`config.mk`:
```
export PLATFORM = sky130hd
export DESIGN_NAME = addsub_pipeline
export DESIGN_NICKNAME = d
export VERILOG_FILES = /design/src/rtl/addsub_pipeline.sv
export SDC_FILE = /design/constraint.sdc
export NUM_CORES = 1
export LEC_CHECK = 0
export CAP_MARGIN = 30
export CORE_UTILIZATION = 30
export CTS_CLUSTER_SIZE = 16
export DETAILED_ROUTE_END_ITERATION = 6
export GPL_TIMING_DRIVEN = 0
export HOLD_SLACK_MARGIN = 0.03
export REMOVE_ABC_BUFFERS = 1
export SYNTH_ARGS = -nofsm -noshare
export SYNTH_HDL_FRONTEND = slang
export SYNTH_SLANG_ARGS = --single-unit
```
`constraint.sdc`:
```
create_clock -name iclk -period 2.8 [get_ports iclk]
set_input_delay 0.28 -clock iclk [delete_from_list [all_inputs] [get_ports iclk]]
set_output_delay 0.28 -clock iclk [all_outputs]
set_load 0.01 [all_outputs]
```
`src/rtl/addsub_pipeline.sv`:
```
// addsub_pipeline
//   A carry-pipelined adder/subtractor. Stage k resolves bit chunk k of the
//   operation. The carry out of stage k is registered and feeds stage k+1.
//   The upper operand bits ride along in skew registers until their chunk's
//   carry arrives. Finished low sum bits are carried forward, so the whole
//   result leaves the last stage in one cycle.
//
// Parameters
//   C_OPERAND_WIDTH  W : operand/sum width (1..64)
//   C_CHUNK_WIDTH    C : bits resolved per stage (1..W; C >= W gives N = 1)
//
// Ports
//   iclk       : clock, rising edge
//   irst       : synchronous active-high reset (clears valid, carry, sum, flags)
//   ice        : advance enable; 0 holds every register
//   ivalid     : ia/ib/isub form an operation this cycle
//   ia, ib     : operands (W bits)
//   isub       : 0 = A+B, 1 = A-B
//   ovalid     : osum/ocarry/ooverflow hold a result
//   osum       : result modulo 2^W
//   ocarry     : carry out of bit W-1 (subtract: 1 = no borrow)
//   ooverflow  : two's-complement signed overflow
//
// Handshake: ivalid/ovalid are plain valid qualifiers with no back-pressure.
// An operation is accepted at a rising edge where ice=1, irst=0 and ivalid=1.
// Its result is presented N enabled edges later, with ovalid=1.
module addsub_pipeline #(
  parameter int C_OPERAND_WIDTH = 8,
  parameter int C_CHUNK_WIDTH   = 2
) (
  input  logic                       iclk,
  input  logic                       irst,
  input  logic                       ice,
  input  logic                       ivalid,
  input  logic [C_OPERAND_WIDTH-1:0] ia,
  input  logic [C_OPERAND_WIDTH-1:0] ib,
  input  logic                       isub,
  output logic                       ovalid,
  output logic [C_OPERAND_WIDTH-1:0] osum,
  output logic                       ocarry,
  output logic                       ooverflow
);

  localparam int W = C_OPERAND_WIDTH;
  localparam int C = C_CHUNK_WIDTH;
  localparam int N = (W + C - 1) / C;

  for (genvar k = 0; k < N; k++) begin : stg
    // Bit range of this stage's chunk; the top chunk may be narrower.
    localparam int LO = k * C;
    localparam int HI = (((k + 1) * C) < W) ? ((k + 1) * C - 1) : (W - 1);
    localparam int CW = HI - LO + 1;
    // Operand bits arriving at this stage (bits LO..W-1), and bits left over
    // after this chunk that must be skewed on to later stages.
    localparam int IW = W - LO;
    localparam int RW = W - 1 - HI;

    logic [IW-1:0] a_in;
    logic [IW-1:0] b_in;
    logic          c_in;
    logic          v_in;
    logic [CW:0]   add;
    logic [HI:0]   sum_d;
    logic [HI:0]   sum_q;
    logic          carry_d;
    logic          carry_q;
    logic          valid_d;
    logic          valid_q;

    if (k == 0) begin : g_src
      // B is inverted here, once; the skew registers hold the effective B.
      // Stage 0 takes isub as its carry-in, which completes the two's
      // complement for a subtract.
      assign a_in = ia;
      assign b_in = isub ? ~ib : ib;
      assign c_in = isub;
      assign v_in = ivalid;
    end else begin : g_src
      assign a_in = stg[k-1].g_fwd.a_q;
      assign b_in = stg[k-1].g_fwd.b_q;
      assign c_in = stg[k-1].carry_q;
      assign v_in = stg[k-1].valid_q;
    end

    always_comb begin
      add     = {1'b0, a_in[CW-1:0]} + {1'b0, b_in[CW-1:0]} + {{CW{1'b0}}, c_in};
      carry_d = add[CW];
      valid_d = v_in;
    end

    // Completed low sum bits travel with the operation (deskew).
    if (k == 0) begin : g_sum
      assign sum_d = add[CW-1:0];
    end else begin : g_sum
      assign sum_d = {add[CW-1:0], stg[k-1].sum_q};
    end

    always_ff @(posedge iclk) begin
      if (irst) begin
        valid_q <= 1'b0;
        carry_q <= 1'b0;
        sum_q   <= '0;
      end else if (ice) begin
        valid_q <= valid_d;
        carry_q <= carry_d;
        sum_q   <= sum_d;
      end
    end

    if (k < N - 1) begin : g_fwd
      // Skew registers for operand bits not yet added.
      logic [RW-1:0] a_d;
      logic [RW-1:0] a_q;
      logic [RW-1:0] b_d;
      logic [RW-1:0] b_q;

      always_comb begin
        a_d = a_in[IW-1:CW];
        b_d = b_in[IW-1:CW];
      end

      always_ff @(posedge iclk) begin
        if (irst) begin
          a_q <= '0;
          b_q <= '0;
        end else if (ice) begin
          a_q <= a_d;
          b_q <= b_d;
        end
      end
    end else begin : g_last
      // The top chunk holds both sign bits and the result sign, so the
      // overflow flag is formed here alongside the final sum.
      logic ovf_d;
      logic ovf_q;

      always_comb begin
        ovf_d = (a_in[IW-1] == b_in[IW-1]) && (add[CW-1] != a_in[IW-1]);
      end

      always_ff @(posedge iclk) begin
        if (irst) begin
          ovf_q <= 1'b0;
        end else if (ice) begin
          ovf_q <= ovf_d;
        end
      end
    end
  end

  assign ovalid    = stg[N-1].valid_q;
  assign osum      = stg[N-1].sum_q;
  assign ocarry    = stg[N-1].carry_q;
  assign ooverflow = stg[N-1].g_last.ovf_q;

endmodule

```
==> results of run 1 <==
==> worst max path at each step <==
stage                                        end  slack [ps]  cells past startpoint
floorplan                 ooverflow$_SDFFE_PP0P_        1120                      5
global placement          ooverflow$_SDFFE_PP0P_       -1060                      3
detailed placement  stg[0].sum_q[1]$_SDFFE_PP0P_         610                      5
CTS                 stg[0].sum_q[1]$_SDFFE_PP0P_         930                      5
global route              ooverflow$_SDFFE_PP0P_         900                      5
finish              stg[0].sum_q[1]$_SDFFE_PP0P_         970                      5
==> routing by layer <==
| metal | vias to the layer above | GRT usage | part of all wire |
|---|---|---|---|
| met5 | - | 0 | 0 |
| met4 | 0 | 0.0308 | 0.0064 |
| met3 | 2 | 0.0292 | 0.043 |
| met2 | 23 | 0.163 | 0.46 |
| met1 | 626 | 0.113 | 0.49 |
| li1 | 723 | - | - |
==> final cells by class <==
type | instances | area (um^2) | share of cell area
sequential | 53 | 1060 | 0.402
timing repair buffer | 32 | 323 | 0.122
inverter | 16 | 60.1 | 0.0227
tap | 99 | 124 | 0.0469
multi-input combinational | 124 | 993 | 0.376
clock buffer | 8 | 80.1 | 0.0303
==> cells by family (layout without fill, tap and decap cells) <==
family | count (synthesis) | after routing | share of synthesized area
buffers and inverters | 31 | 56 | 0.0754
multiplexers | 37 | 37 | 0.167
AO/OA/AOI/OAI | 17 | 17 | 0.0839
AND/OR/NAND/NOR | 53 | 53 | 0.0918
adder cells (fa/ha/maj) | 8 | 8 | 0.0687
flip-flops | 53 | 53 | 0.477
XOR/XNOR | 9 | 9 | 0.0355
==> state kept, by name (all words and copies together), names as in the netlist <==
| register | flops |
|---|---|
| stg.g_fwd.a_q | 12 |
| stg.g_fwd.b_q | 12 |
| stg.sum_q | 12 |
| osum | 8 |
| stg.carry_q | 3 |
| stg.valid_q | 3 |
| ocarry | 1 |
| ooverflow | 1 |
| ovalid | 1 |
==> stage by stage <==
step	total power (W)	utilization	hold slack (ps)	area (um^2)	cells
2_1_floorplan	0.000917	-	345	2110	193
3_3_place_gp	0.00102	0.353	468	2550	323
3_5_place_dp	0.00101	0.355	471	2560	324
4_1_cts	0.00142	0.366	421	2640	332
5_1_grt	0.00148	0.366	430	2640	332
6_report	0.00139	0.366	428	2640	332
==> placed cells by master (no fill, tap or decap) <==
cell type,n
a211oi_1,6
xor2_1,2
ha_1,1
clkbuf_1,3
mux2_2,1
clkbuf_8,5
nor2_1,52
xnor2_1,7
dfxtp_1,53
a211oi_2,10
fa_1,7
buf_12,1
or3b_1,1
clkdlybuf4s50_1,29
inv_1,16
buf_2,1
mux2i_1,36
o32ai_2,1
buf_4,1
==> worst max-delay path: cells and delay by family <==
kind | cells | cell delay [ps]
mux | 2 | 540
buf+inv | 1 | 670
simple gates | 1 | 60
fa+ha+maj | 1 | 450
==> power breakdown <==
part | leakage [nW] | internal, W | total, W | switching, W
Sequential | 0.434 | 0.000792 | 0.000811 | 0.0000187
Clock | 0.0395 | 0.000178 | 0.000400 | 0.000222
Combinational | 0.539 | 0.0000937 | 0.000180 | 0.0000863
==> impl_table.tex, run 1 <==
\begin{tabular}{lr}
\hline
Metric & Value \\
\hline
\multicolumn{2}{l}{\textbf{Status}} \\
Outcome & finished, final reports clean \\
\multicolumn{2}{l}{\textbf{Job}} \\
Number of maximum-capacitance constraint violations & 0 \\
\multicolumn{2}{l}{\textbf{Routing}} \\
Count of antenna-violating nets left after detailed routing & 0 \\
First DRT Iteration DRCs & 34 \\
Per-cell via count in the routed design & about 4.1 \\
DRT Wirelength & between 3 and 4 mm \\
TritonRoute pass-1 iters & 4 \\
Via count & between 1,000 and 1,500 \\
Post-route DRC & 0 \\
WL per Instance & a little over 10 um \\
\multicolumn{2}{l}{\textbf{Critical path}} \\
Capture point of the worst reg-to-reg path & ooverflow\$\_SDFFE\_PP0P\_ \\
Kind of start point of the critical path & primary input \\
CP Data Required Time & 2970 ps \\
Delay of the slowest cell on the worst path & between 600 and 700 ps \\
Sequence of cells on the critical path & clkdlybuf4s50\_1 -> mux2\_2 -> fa\_1 -> mux2i\_1 -> nor2\_1 \\
Slack of the worst reg-to-reg path & 1010 ps \\
Startpoint of the worst setup timing path & isub \\
Critical register-to-register path startpoint & stg[2].carry\_q\$\_SDFFE\_PP0P\_ \\
CP Data Arrival Time & approximately 2000 ps \\
WS Path Type & in2reg \\
Number of cells on the worst reg-to-reg path & 5 \\
Crit path max fanout & 8 \\
Slowest cell on the critical path & clkdlybuf4s50\_1 \\
CP endpoint kind & flip-flop \\
\multicolumn{2}{l}{\textbf{Synth}} \\
Post-synthesis cell type with the largest combined area & dfxtp\_1 \\
Number of distinct library cells after synthesis & 17 \\
Post-synthesis sequential area ratio & 0.477 \\
Mean Syn Cell Area & 10.7 um\^{}2 \\
Top-area cell type share of the netlist area & 0.477 \\
Async set-reset flop share out of synthesis & 0 \\
Leading post-synthesis cells by instance count & 53 x dfxtp\_1, 52 x nor2\_1, 36 x mux2i\_1 \\
Cell count after synthesis & 208 \\
EDFF count, synth & 0 \\
Mapped cell area & 2220 um\^{}2 \\
Yosys warning count & 0 \\
Top cells by area, synth & dfxtp\_1 48\%, mux2i\_1 16\%, nor2\_1 8.8\%, fa\_1 6.3\%, a211oi\_2 5.6\% \\
Seq cells post-synth & 53 \\
Primary FF master, synth & dfxtp\_1 \\
Most repeated cell in the gate-level netlist after synthesis & dfxtp\_1 \\
\multicolumn{2}{l}{\textbf{Timing}} \\
Min cycle time layout & approximately 1800 ps \\
Count of endpoints failing hold in the final timing report & 0 \\
Max-slew violation total from the final report & 0 \\
Number of setup violations in the final report & 0 \\
Summed negative setup slack over all endpoints & 0 ps \\
Worst slew margin relative to its limit & 0.373 \\
Fraction of the cycle the final worst path needs & 0.654 \\
Maximum clock skew at final layout & between 2 and 2.5 ps \\
Highest attainable clock frequency & 546 MHz \\
Setup ws final & roughly 970 ps \\
Setup repair after global routing missed its margin & no \\
Actual transition at the worst max-transition pin & 941 ps \\
\multicolumn{2}{l}{\textbf{CTS}} \\
Clock tree root driver cell & clkbuf\_8 \\
Number of gates given a new drive strength after cts & 0 \\
Clk sinks & 53 \\
Reg clk slew, reported paths & around 80 ps \\
CTS tree & done \\
Maximum level of the CTS H-tree & 2 \\
Total setup buffers inserted after CTS & 0 \\
Total clock buffers created by CTS & 5 \\
Post-cts hold buffer count & 0 \\
Clock insertion delay at the later pin of the skew report & roughly 290 ps \\
Bufs on Longest Clock Path & 2 \\
\multicolumn{2}{l}{\textbf{Die}} \\
Effective utilization at floorplan & 0.308 \\
Floorplan row count & 31 \\
DIE HEIGHT & 88.1 um \\
Die footprint & between 7000 and 8000 um\^{}2 \\
Die Span X & 88.1 um \\
Area of the placeable core & between 7000 and 8000 um\^{}2 \\
I/O pin total & 32 \\
\multicolumn{2}{l}{\textbf{Global routing}} \\
Number of antenna violations at the first check in global routing & 0 \\
Combined global-route utilization of all metal layers & 0.0948 \\
Wire length of the first global-routing pass & $\sim$5.7 mm \\
Total global routing overflow & 0 \\
Number of global-route vias before repair & about 1,400 \\
Largest net degree at the start of global routing & 71 \\
\multicolumn{2}{l}{\textbf{Final layout}} \\
Ratio of cells with drive above 1 in the final layout & 0.0858 \\
Area growth from synthesis to layout & 18.9\% \\
ANT cells & 0 \\
Number of nets at the end of the flow & between 200 and 300 \\
Count of filler cells inserted in the layout & between 700 and 800 \\
\multicolumn{2}{l}{\textbf{Place}} \\
Pre-CTS setup slack & around 610 ps \\
I/O Buffers & 31 \\
Last weighted congestion value of the routability-driven placer & between 0.6 and 0.7 \\
Detailed placement HPWL & approximately 2.2 mm \\
\multicolumn{2}{l}{\textbf{Pwr}} \\
Power per Cell Area & 527 nW/um\^{}2 \\
Leak pwr & roughly 1 nW \\
Peak supply drop & $\sim$0.19 mV \\
\multicolumn{2}{l}{\textbf{Min path}} \\
Capture endpoint of the worst hold path & osum[0]\$\_SDFFE\_PP0P\_ \\
Number of stages on the worst hold path & 2 \\
Start point of the worst min-delay path & irst \\
Hold/Removal Path Class & in2reg \\
\hline
\end{tabular}
(Power assumes the default switching activity.)
==> run 2, diff against run 1 <==
==> constraint.sdc (replaced) <==
create_clock -name iclk -period 1.7 [get_ports iclk]
set_input_delay 0.17 -clock iclk [delete_from_list [all_inputs] [get_ports iclk]]
set_output_delay 0.17 -clock iclk [all_outputs]
set_load 0.01 [all_outputs]
==> run 2 against run 1 <==
Effect of this change: the flow now finishes with violations (negative setup slack); critical path depth unchanged; flip-flop and latch count unchanged; combinational power up 66%; critical endpoint is now ooverflow$_SDFFE_PP0P_.
==> impl_table.tex, run 2 (synthesis results as in run 1) <==
\begin{tabular}{lr}
\hline
Metric & Value \\
\hline
\multicolumn{2}{l}{\textbf{CTS}} \\
Reg clk slew, reported paths & approximately 80 ps \\
Post-cts hold buffer count & 0 \\
Clock tree root driver cell & clkbuf\_8 \\
Clock insertion delay at the later pin of the skew report & between 200 and 300 ps \\
CTS tree & done \\
Bufs on Longest Clock Path & 2 \\
Maximum level of the CTS H-tree & 2 \\
Total clock buffers created by CTS & 5 \\
Clk sinks & 53 \\
\multicolumn{2}{l}{\textbf{Routing}} \\
Via count & $\sim$1,400 \\
Count of antenna-violating nets left after detailed routing & 0 \\
TritonRoute pass-1 iters & 4 \\
DRT Wirelength & 3.45 mm \\
Per-cell via count in the routed design & 4.17 \\
First DRT Iteration DRCs & 43 \\
WL per Instance & slightly above 10 um \\
Post-route DRC & 0 \\
\multicolumn{2}{l}{\textbf{Final layout}} \\
Area growth from synthesis to layout & 19.8\% \\
Final standard cell count with taps included and fillers excluded & roughly 330 \\
Finished layout cell area & between 2000 and 3000 um\^{}2 \\
Most common cell after layout, fill and taps aside & nor2\_1 \\
Highest-count cells in the layout ignoring fill and taps & 52 x nor2\_1, 50 x dfxtp\_1, 36 x mux2i\_1 \\
Top Registers & stg.g\_fwd.a\_q (12), stg.g\_fwd.b\_q (12), stg.sum\_q (12) \\
ANT cells & 0 \\
Number of nets at the end of the flow & 263 \\
Ratio of cells with drive above 1 in the final layout & 0.119 \\
Count of filler cells inserted in the layout & approximately 770 \\
\multicolumn{2}{l}{\textbf{Timing}} \\
Highest attainable clock frequency & 587 MHz \\
Actual transition at the worst max-transition pin & 948 ps \\
Worst slew margin relative to its limit & 0.368 \\
Min cycle time layout & between 1500 and 2000 ps \\
Number of setup violations in the final report & 1 \\
Max-slew violation total from the final report & 0 \\
Count of endpoints failing hold in the final timing report & 0 \\
Setup repair after global routing missed its margin & yes \\
Setup ws final & -4.87 ps \\
Maximum clock skew at final layout & 2.02 ps \\
Fraction of the cycle the final worst path needs & 1.00 \\
\multicolumn{2}{l}{\textbf{Die}} \\
I/O pin total & 32 \\
Area of the placeable core & 7210 um\^{}2 \\
Effective utilization at floorplan & 0.308 \\
Floorplan row count & 31 \\
Die Span X & $\sim$90 um \\
Die footprint & 7760 um\^{}2 \\
DIE HEIGHT & 88.1 um \\
\multicolumn{2}{l}{\textbf{Pwr}} \\
Combinational Power Share & 0.130 \\
Part of the power in the clock network & 0.288 \\
Power per Cell Area & roughly 860 nW/um\^{}2 \\
Sequential Power Share & 0.582 \\
Net switching power & around 0.00054 W \\
Total internal power & between 0.0015 and 0.002 W \\
Leak pwr & 1.03 nW \\
Final Total Pwr & about 0.0023 W \\
Switching share of power & 0.236 \\
Peak supply drop & 0.317 mV \\
\multicolumn{2}{l}{\textbf{Global routing}} \\
Largest net degree at the start of global routing & roughly 70 \\
Number of antenna violations at the first check in global routing & 0 \\
Wire length of the first global-routing pass & 5.77 mm \\
Total global routing overflow & 0 \\
Number of global-route vias before repair & 1,379 \\
Combined global-route utilization of all metal layers & 0.0956 \\
\multicolumn{2}{l}{\textbf{Critical path}} \\
Kind of start point of the critical path & flip-flop \\
CP endpoint kind & flip-flop \\
CP Data Required Time & around 1900 ps \\
Crit path max fanout & 2 \\
WS Path Type & reg2reg \\
CP Data Arrival Time & about 1900 ps \\
\multicolumn{2}{l}{\textbf{Status}} \\
Violated checks & negative setup slack \\
Outcome & finished with violations \\
\multicolumn{2}{l}{\textbf{Place}} \\
Cell area after placement & around 2600 um\^{}2 \\
Detailed placement HPWL & 2.22 mm \\
Dpl cells & about 320 \\
I/O Buffers & 31 \\
Last weighted congestion value of the routability-driven placer & approximately 0.65 \\
\multicolumn{2}{l}{\textbf{Min path}} \\
Hold/Removal Path Class & in2reg \\
\multicolumn{2}{l}{\textbf{Job}} \\
Number of maximum-capacitance constraint violations & 0 \\
\hline
\end{tabular}
==> run 2: cell types whose count changed in the layout (fill, tap and decap cells not counted), sizes merged <==
| cell | previous run | this run |
|---|---|---|
| clkdlybuf4s50 | 29 | 28 |
| dlygate4sd2 | 0 | 1 |
| buf | 3 | 5 |
==> run 2: power groups by stage <==
stage               Sequential [W]  Clock, W  Combinational [W]
finish                     0.00134  0.000660           0.000299
global route               0.00135  0.000761           0.000334
CTS                        0.00134  0.000705           0.000305
detailed placement         0.00137         0           0.000303
global placement           0.00136         0           0.000311
floorplan                  0.00136         0           0.000149
==> run 2: worst paths after layout <==
path	start	to	slack, ps	cells past startpoint
worst max-delay path	stg[2].g_fwd.b_q[0]$_SDFFE_PP0P_	ooverflow$_SDFFE_PP0P_	-5	5
worst max register to register	stg[2].g_fwd.b_q[0]$_SDFFE_PP0P_	ooverflow$_SDFFE_PP0P_	-5	5
worst min register to register	ocarry$_SDFFE_PP0P_	ocarry$_SDFFE_PP0P_	480	2
worst min-delay path	irst	osum[0]$_SDFFE_PP0P_	320	2
==> run 2: area by class of cell <==
type	instances	area (um^2)	share of cell area
Sequential cell	53	1060	0.400
Multi-Input combinational cell	124	996	0.374
Timing Repair Buffer	34	337	0.126
Tap cell	99	124	0.0465
Clock buffer	8	80.1	0.0301
Inverter	16	60.1	0.0226
==> run 2: per-layer routing <==
layer / track usage / vias to the layer above / part of all wire
met3: 0.0292 / 2 / 0.042
met5: 0 / - / 0
li1: - / 727 / -
met1: 0.114 / 642 / 0.49
met4: 0.0308 / 0 / 0.0064
met2: 0.164 / 23 / 0.46
==> run 2: timing repair <==
action / in CTS / in global routing
endpoints found under the setup margin: 2 / 3
gates resized for setup: 3 / 4
setup buffers: 1 / 1
pin swaps: 1 / 3
==> run 2: worst max-delay path: stages (launching register included) <==
cell	delay, ps
dfxtp_2	340
inv_2	40
fa_2	370
fa_1	530
xor2_1	190
o32ai_2	90
==> run 2: stage by stage <==
| step | hold slack, ps | worst slack (ps) | setup TNS [ps] | utilization |
|---|---|---|---|---|
| floorplan | 235 | 21.7 | 0 | - |
| global placement | 468 | -2050 | -101520 | 0.353 |
| detailed placement | 471 | -378 | -740 | 0.355 |
| CTS | 311 | -59.5 | -82.8 | 0.367 |
| global route | 320 | -65.4 | -126 | 0.369 |
| finish | 318 | -4.87 | -4.87 | 0.369 |
